===== config.mk =====
export PLATFORM = sky130hd
export DESIGN_NAME = layer_input_sequencer
export DESIGN_NICKNAME = d
export VERILOG_FILES = /design/src/rtl/layer_input_sequencer.sv
export SDC_FILE = /design/constraint.sdc
export NUM_CORES = 2
export LEC_CHECK = 0
export CORE_AREA = 2 2 270 272
export DETAILED_ROUTE_END_ITERATION = 16
export DIE_AREA = 0 0 272 274
export HOLD_SLACK_MARGIN = 0.05
export PLACE_DENSITY_LB_ADDON = 0.2
export SLEW_MARGIN = 20
export SYNTH_ARGS = -nofsm -noshare
export SYNTH_HDL_FRONTEND = slang
export SYNTH_SLANG_ARGS = --single-unit

===== constraint.sdc =====
create_clock -name clk -period 33.1 [get_ports clk]
set_input_delay 4.965 -clock clk [delete_from_list [all_inputs] [get_ports clk]]
set_output_delay 4.965 -clock clk [all_outputs]
set_load 0.01 [all_outputs]

===== src/rtl/layer_input_sequencer.sv =====
// Captures a fully valid vector from the producing layer and streams it one
// element per cycle, broadcast to every neuron of the consuming layer.
module layer_input_sequencer #(
    parameter int unsigned NN_IN  = 30,
    parameter int unsigned NN_OUT = 10,
    parameter int unsigned DW     = 16
) (
    input  logic                 clk,
    input  logic                 rst,
    input  logic [NN_IN-1:0]     in_valid,
    input  logic [NN_IN*DW-1:0]  in_data,
    input  logic                 clear_err,
    output logic [NN_OUT-1:0]    out_valid,
    output logic [NN_OUT*DW-1:0] out_data,
    output logic                 busy,
    output logic                 overrun,
    output logic                 vec_err,
    output logic [15:0]          vec_count
);

    localparam int unsigned IDX_W = (NN_IN > 1) ? $clog2(NN_IN) : 1;
    localparam logic [IDX_W-1:0] LAST_IDX = IDX_W'(NN_IN - 1);

    typedef enum logic {IDLE, SEND} state_t;

    state_t           state_q, state_d;
    logic [IDX_W-1:0] idx_q, idx_d;
    logic [DW-1:0]    vec_buf_q [NN_IN];
    logic [DW-1:0]    vec_buf_d [NN_IN];
    logic [DW-1:0]    in_elem   [NN_IN];
    logic [DW-1:0]    out_elem_q, out_elem_d;
    logic             out_valid_q, out_valid_d;
    logic             busy_d, overrun_d, vec_err_d;
    logic             capture_c, partial_c, cnt_inc_c;

    for (genvar g = 0; g < NN_IN; g++) begin : g_slice
        assign in_elem[g] = in_data[g*DW +: DW];
    end

    assign capture_c = &in_valid;
    assign partial_c = (|in_valid) && !capture_c;

    // out_elem_q always holds the element currently presented (index idx_q)
    always_comb begin
        state_d     = state_q;
        idx_d       = idx_q;
        vec_buf_d   = vec_buf_q;
        out_elem_d  = out_elem_q;
        out_valid_d = 1'b0;
        busy_d      = busy;
        overrun_d   = overrun & ~clear_err;
        vec_err_d   = vec_err & ~clear_err;
        cnt_inc_c   = 1'b0;

        if (partial_c) begin
            vec_err_d = 1'b1;
        end

        case (state_q)
            IDLE: begin
                busy_d = 1'b0;
                if (capture_c) begin
                    vec_buf_d   = in_elem;
                    idx_d       = '0;
                    out_elem_d  = in_elem[0];
                    out_valid_d = 1'b1;
                    busy_d      = 1'b1;
                    state_d     = SEND;
                end
            end
            SEND: begin
                if (idx_q != LAST_IDX) begin
                    idx_d       = idx_q + IDX_W'(1);
                    out_elem_d  = vec_buf_q[idx_q + IDX_W'(1)];
                    out_valid_d = 1'b1;
                    if (capture_c) begin
                        overrun_d = 1'b1;
                    end
                end else begin
                    cnt_inc_c = 1'b1;
                    if (capture_c) begin
                        vec_buf_d   = in_elem;
                        idx_d       = '0;
                        out_elem_d  = in_elem[0];
                        out_valid_d = 1'b1;
                    end else begin
                        idx_d   = '0;
                        busy_d  = 1'b0;
                        state_d = IDLE;
                    end
                end
            end
            default: begin
                state_d = IDLE;
                busy_d  = 1'b0;
            end
        endcase
    end

    always_ff @(posedge clk or posedge rst) begin
        if (rst) begin
            state_q     <= IDLE;
            idx_q       <= '0;
            for (int k = 0; k < NN_IN; k++) begin
                vec_buf_q[k] <= '0;
            end
            out_elem_q  <= '0;
            out_valid_q <= 1'b0;
            busy        <= 1'b0;
            overrun     <= 1'b0;
            vec_err     <= 1'b0;
        end else begin
            state_q     <= state_d;
            idx_q       <= idx_d;
            vec_buf_q   <= vec_buf_d;
            out_elem_q  <= out_elem_d;
            out_valid_q <= out_valid_d;
            busy        <= busy_d;
            overrun     <= overrun_d;
            vec_err     <= vec_err_d;
        end
    end

    // Completed-vector counter, wraps modulo 2^16
    always_ff @(posedge clk or posedge rst) begin
        if (rst) begin
            vec_count <= '0;
        end else if (cnt_inc_c) begin
            vec_count <= vec_count + 16'(1);
        end
    end

    assign out_valid = {NN_OUT{out_valid_q}};
    assign out_data  = {NN_OUT{out_elem_q}};

endmodule


# --- Word level (Yosys, flattened, before mapping) ---
# Index checks and enable logic that the tools add are counted.
word_totals:
  ff_bits: 521
  latch_bits: 0
  mem_bits_rw: 0
  mem_bits_ro: 0
  inputBits: 513
  output_inout_bits: 189
  n_memories: 0
classes:
  addsub: 2
  mul: 0
  n_div: 0
  n_lt_le_gt_ge: 1
  n_eq_ne: 4
  n_shift: 0
  n_mux: 24
  n_bitwise: 5
  reduce_logical: 5
op_table:
  columns: ["cell", "n"]
  rows:
  - ["480-bit 2-to-1 mux", 2]
  - ["480-bit case mux with 2 select lines", 1]
  - ["16-bit binary-select mux with 5-bit select", 1]
  - ["16-bit 2-to-1 mux", 4]
  - ["16-bit case mux with 2 select lines", 1]
  - ["30-bit AND reduction", 1]
  - ["30-bit OR reduction", 1]
  - ["16-bit by 1-bit adder with 16-bit output (second input constant)", 1]
  - ["1-bit 2-to-1 mux", 10]
  - ["5-bit 2-to-1 mux", 2]
  - ["5-bit case mux with 2 select lines", 1]
  - ["6-bit >= comparator (second input constant)", 1]
  - ["2-bit inequality test (second input constant)", 3]
  - ["5-bit inverter with 6-bit output", 1]
  - ["5-bit by 1-bit adder with 5-bit output (second input constant)", 1]
  - ["5-bit inequality test (second input constant)", 1]
  - ["1-bit case mux with 2 select lines", 2]
  - ["1-bit AND", 2]
  - ["1-bit inverter", 2]
  - ["2-bit AND reduction", 1]
  - ["1-bit logical AND", 1]
  - ["1-bit logical NOT", 1]

# --- Depth between registers and ports, before layout ---
logic_depth:
  depth_word: 7
  ltp_mapped: 10
  ltp_nobuf: 7

# --- Worst setup path after synthesis ---
# OpenSTA, ideal clock, no wires.
synth_path:
  kind: "input port to flip-flop"
  startpoint: "in in_valid[27]"
  endpoint: "reg out_elem_q[10]"
  setup_ps: 94
  t_arrival_ps: 6388
  slack_ps: 26618
  path_stages: 7
  path_buffers: 2
  path_cell_list: "nand4_1 nor4_2 nand3_1 buf_2 buf_1 mux2i_1 a221oi_2"
synth_via:
  elab_chain_cells: 4
synth_lines:
  columns: ["item", "line", "source"]
  rows:
  - ["start: declaration", "10", "input logic [NN_IN-1:0] in_valid,"]
  - ["30-bit AND reduction (*)", "40", "assign capture_c = &in_valid;"]
  - ["16-bit 2-to-1 mux (*)", null, null]
  - ["16-bit 2-to-1 mux", null, null]
  - ["16-bit case mux with 2 select lines (*)", null, null]
  - ["named net out_elem_d[10]", "31", "logic [DW-1:0] out_elem_q, out_elem_d;"]
  - ["end signal: assignment", "116", "out_elem_q <= out_elem_d;"]
  - ["end: declaration", "31", null]
# Mark *: on every way through the listed nets, which the timed path passes. The rest lies on a longest branch.
# A chain may end at the register's enable or synchronous reset.

# --- Final worst setup path ---
layout_path:
  startpoint: "in in_valid[28]"
  endpoint: "reg vec_buf_q[271] (netlist name)"
layout_via:
  elab_chain_cells: 4
layout_lines:
  columns: ["item", "line", "source"]
  rows:
  - ["30-bit AND reduction (*)", "40", null]
  - ["480-bit 2-to-1 mux (*)", null, null]
  - ["480-bit 2-to-1 mux", null, null]
  - ["480-bit case mux with 2 select lines (*)", null, null]
  - ["end signal: assignment", "115", "vec_buf_q <= vec_buf_d;"]
  - ["end: declaration", "28", "logic [DW-1:0] vec_buf_q [NN_IN];"]
# Mark *: on every way between the ends. The rest lies on a longest branch, timed or not. The select of a mux whose other input is x is not followed.

==> run metrics <==
outcome completed; post-route setup TNS 0 ps; # resized after CTS 0; nets@finish about 2,900; root buffer cell clkbuf_16; initial DRC count between 800 and 900; placed cells between 3,000 and 4,000; worst r2r dst vec_buf_q[271]; pin count of the biggest net entering global routing approximately 120; Area Overhead vs Synth 33.1%; GRT Util Overall between 20% and 30%; largest family of logic cells by synthesized area multiplexers; Seq/Total Area, Yosys 49.5%; Tcrit/Tclk final between 20 and 30%; clock group share of total power between 40% and 50%; worst slack, placed ~23,000 ps; Post-Layout Inst Area 35,000 um^2; # IOs approximately 700; Port Buffers roughly 700; total power ~0.0014 W; initial antenna violation count 20; Core Footprint around 72,000 um^2; Starting Density a little over a third; DP HPWL around 61 mm; max cap viols 0; max-slew violations 0; Final min period around 9000 ps; total gr overflow 0; Fin. Hold Viols 0; Synth Flop Type dfrtp_1; Final GP Congestion 0.836; max incr delay on CP 840 ps; Worst R2R Start idx_q[0]; family with the most delay on the worst path buffers and inverters; Worst Skew roughly 23 ps; register bit count reported by yosys approximately 520; die height roughly 270 um; Skew-Pair Late Insertion Delay 620 ps; EDFF count, synth 0; Post-Syn Area 26,300 um^2; Via density about 5.1; Simple-Gate Fraction of Synth Area between 5 and 6%; Post-Route WL around 83 mm; Hold Path End vec_count[15]; Synth Area per Inst ~14 um^2; vias in the first global route around 18,000; PwrDens between 40 and 50 nW/um^2; DRC violations left 0; final non-filler cell total between 3,000 and 4,000; switch share approximately a fifth; combinational power share between 5 and 6%; Reg clk slew, reported paths 60 ps; post-synth net total between 2,000 and 2,500; Max-slew headroom 30.1%; final setup fails 0; Worst Setup End Kind flip-flop; critical path cell sequence clkdlybuf4s50_1 > nand4_1 > nor4_2 > nand4_1 > buf_4 > buf_16 > buf_4 > buf_4 > buf_4 > mux2_2; Die X around 270 um; Buf/Inv on CP 6; Worst Tran Pin Value 1040 ps; CP Data Arrival Time 9510 ps; Highest Clock Rate ~110 MHz; Final WS setup approximately 24,000 ps; 1st-pass router iterations 7; Min-Delay Path Class reg -> reg; Reg2Reg Depth 10; complex-gate fraction of the synthesized area under 10%; CP startpoint kind primary input; wire per inst approximately 25 um; DP Area roughly 33,000 um^2; post-synthesis mux area share roughly 34%; number of distinct library cells after synthesis 49; # hold bufs at CTS 0; CP dominant cell by count buf_4; clock tree buffer depth 3; crit-path max FO 71; first-pass GRT wire length ~120 mm; slowest CP cell buf_4; Num CTS Buffers 58; Vias roughly 17,000; clk sinks between 500 and 600; Mapped Cells 1,853; Psw between 0.0003 and 0.0004 W; peak supply drop 0.0000372 V; # Post-CTS Setup Buffers 0; Rows about 100; yosys warns 0; hold path depth 1; Async SR Flop Fraction 100%; Worst R2R Setup Slack roughly 28,000 ps; area share of fa/ha/maj cells after synthesis less than 1%; register share of total power 44.4%; Critical Path RT 33,610 ps; clock tree from TritonCTS built; layout cells sized above 1 between 20 and 30%; remaining antenna violation count 0; number of H-tree levels 2; Post-Synth XOR/XNOR Area 0.661%; Pint approximately 0.0011 W; Worst Min Path Start vec_count[15]; Lkg Pwr 16.4 nW; die area about 75,000 um^2; Crit Path Class in -> reg; unrepaired setup endpoints after global routing no
cells in the mapped netlist, drive strengths merged, types with 2 or more instances:
cell type  count  share of area [%]
nand3         29               0.57
xor2           7               0.23
nand3b        21               0.60
inv            8               0.11
ha             3               0.14
a22oi         10               0.29
nand4         25               0.59
mux4          72                6.2
o22ai          6               0.14
a21o          11               0.31
mux2         496                 24
nor4           8               0.21
mux2i         88                3.3
buf          262                7.2
nand2         88                1.3
xnor2         12               0.43
nor2          25               0.36
nor3          21               0.40
a221oi        15               0.74
a32oi         10               0.33
a221o         16               0.61
nor3b         41                1.2
and2           3              0.071
o21ai          7               0.13
a31oi         16               0.38
nor2b          2              0.048
clkbuf        19               0.28
dfrtp        521                 50
power groups by stage:
stage          clock network, W   logic, W  registers, W
3_5_place_dp                  0  0.0000836      0.000649
4_1_cts                0.000734  0.0000840      0.000637
6_report               0.000716  0.0000820      0.000637
2_1_floorplan                 0  0.0000106      0.000649
3_3_place_gp                  0  0.0000832      0.000649
5_1_grt                0.000762  0.0000877      0.000636
kinds of logic (layout without fill, tap and decap cells):
logic type / Yosys count / in the layout
AOI/OAI and AO/OA: 97 / 97
DFF: 521 / 521
buffers and inverters: 289 / 845
muxes: 656 / 656
other: 0 / 3
adders and majority gates: 3 / 3
and+or+nand+nor: 268 / 268
xor gates and xnor gates: 19 / 19
per-layer routing:
| layer | global-route usage [%] | vias up | share of wire, % |
|---|---|---|---|
| met2 | 39.9 | 557 | 53 |
| met4 | 5.80 | 28 | 2.1 |
| li1 | - | 7619 | - |
| met3 | 4.52 | 131 | 5.3 |
| met5 | 0 | - | 0.22 |
| met1 | 26.6 | 8838 | 39 |
state kept, by name (all words and copies together) (netlist names):
| signal | flops |
|---|---|
| vec_buf_q | 480 |
| out_elem_q | 16 |
| vec_count | 16 |
| idx_q | 5 |
| busy | 1 |
| out_valid_q | 1 |
| overrun | 1 |
| vec_err | 1 |
metrics by stage:
stage	util, %	hold WS (ps)
2_1_floorplan	-	472
3_3_place_gp	45.7	463
3_5_place_dp	45.7	475
4_1_cts	48.6	484
5_1_grt	48.7	494
6_report	48.7	478
cell type report:
type | count | area, um^2
sequential | 521 | 13000
multi-input combinational | 1043 | 11400
fill | 6198 | 36900
timing repair buffer | 728 | 7240
clock inverter | 34 | 504
antenna | 3 | 7.51
tap | 959 | 1200
inverter | 8 | 37.5
clock buffer | 75 | 1620
worst max-delay path by stage:
stage,startpoint,to,slack (ps),cells after the start
6_report,in_valid[28],vec_buf_q[271],24090,10
5_1_grt,in_valid[28],vec_buf_q[383],23840,10
4_1_cts,in_valid[28],vec_buf_q[255],23940,9
3_5_place_dp,in_valid[28],vec_buf_q[255],23250,9
3_3_place_gp,in_valid[4],vec_buf_q[415],23350,9
2_1_floorplan,rst,busy,13580,1
placed cells by master, fill, tap and decap left out, types with 3 or more instances in the layout:
cell / count
a21o_1: 11
a221o_1: 16
a221oi_1: 5
a221oi_2: 10
a22oi_1: 10
a31oi_1: 16
a32oi_1: 10
and2_1: 3
buf_4: 25
bufinv_16: 12
clkbuf_1: 7
clkbuf_16: 58
clkbuf_8: 10
clkdlybuf4s50_1: 701
clkinv_2: 14
clkinvlp_4: 3
dfrtp_1: 520
diode_2: 3
inv_1: 7
mux2_2: 296
mux2_4: 200
mux2i_1: 87
mux4_2: 72
nand2_1: 88
nand3_1: 27
nand3b_1: 21
nand4_1: 25
nor2_1: 25
nor3_1: 21
nor3b_1: 41
nor4_1: 7
o21ai_0: 6
o22ai_1: 6
xnor2_1: 10
xor2_1: 5
(Power assumes the default switching activity.)
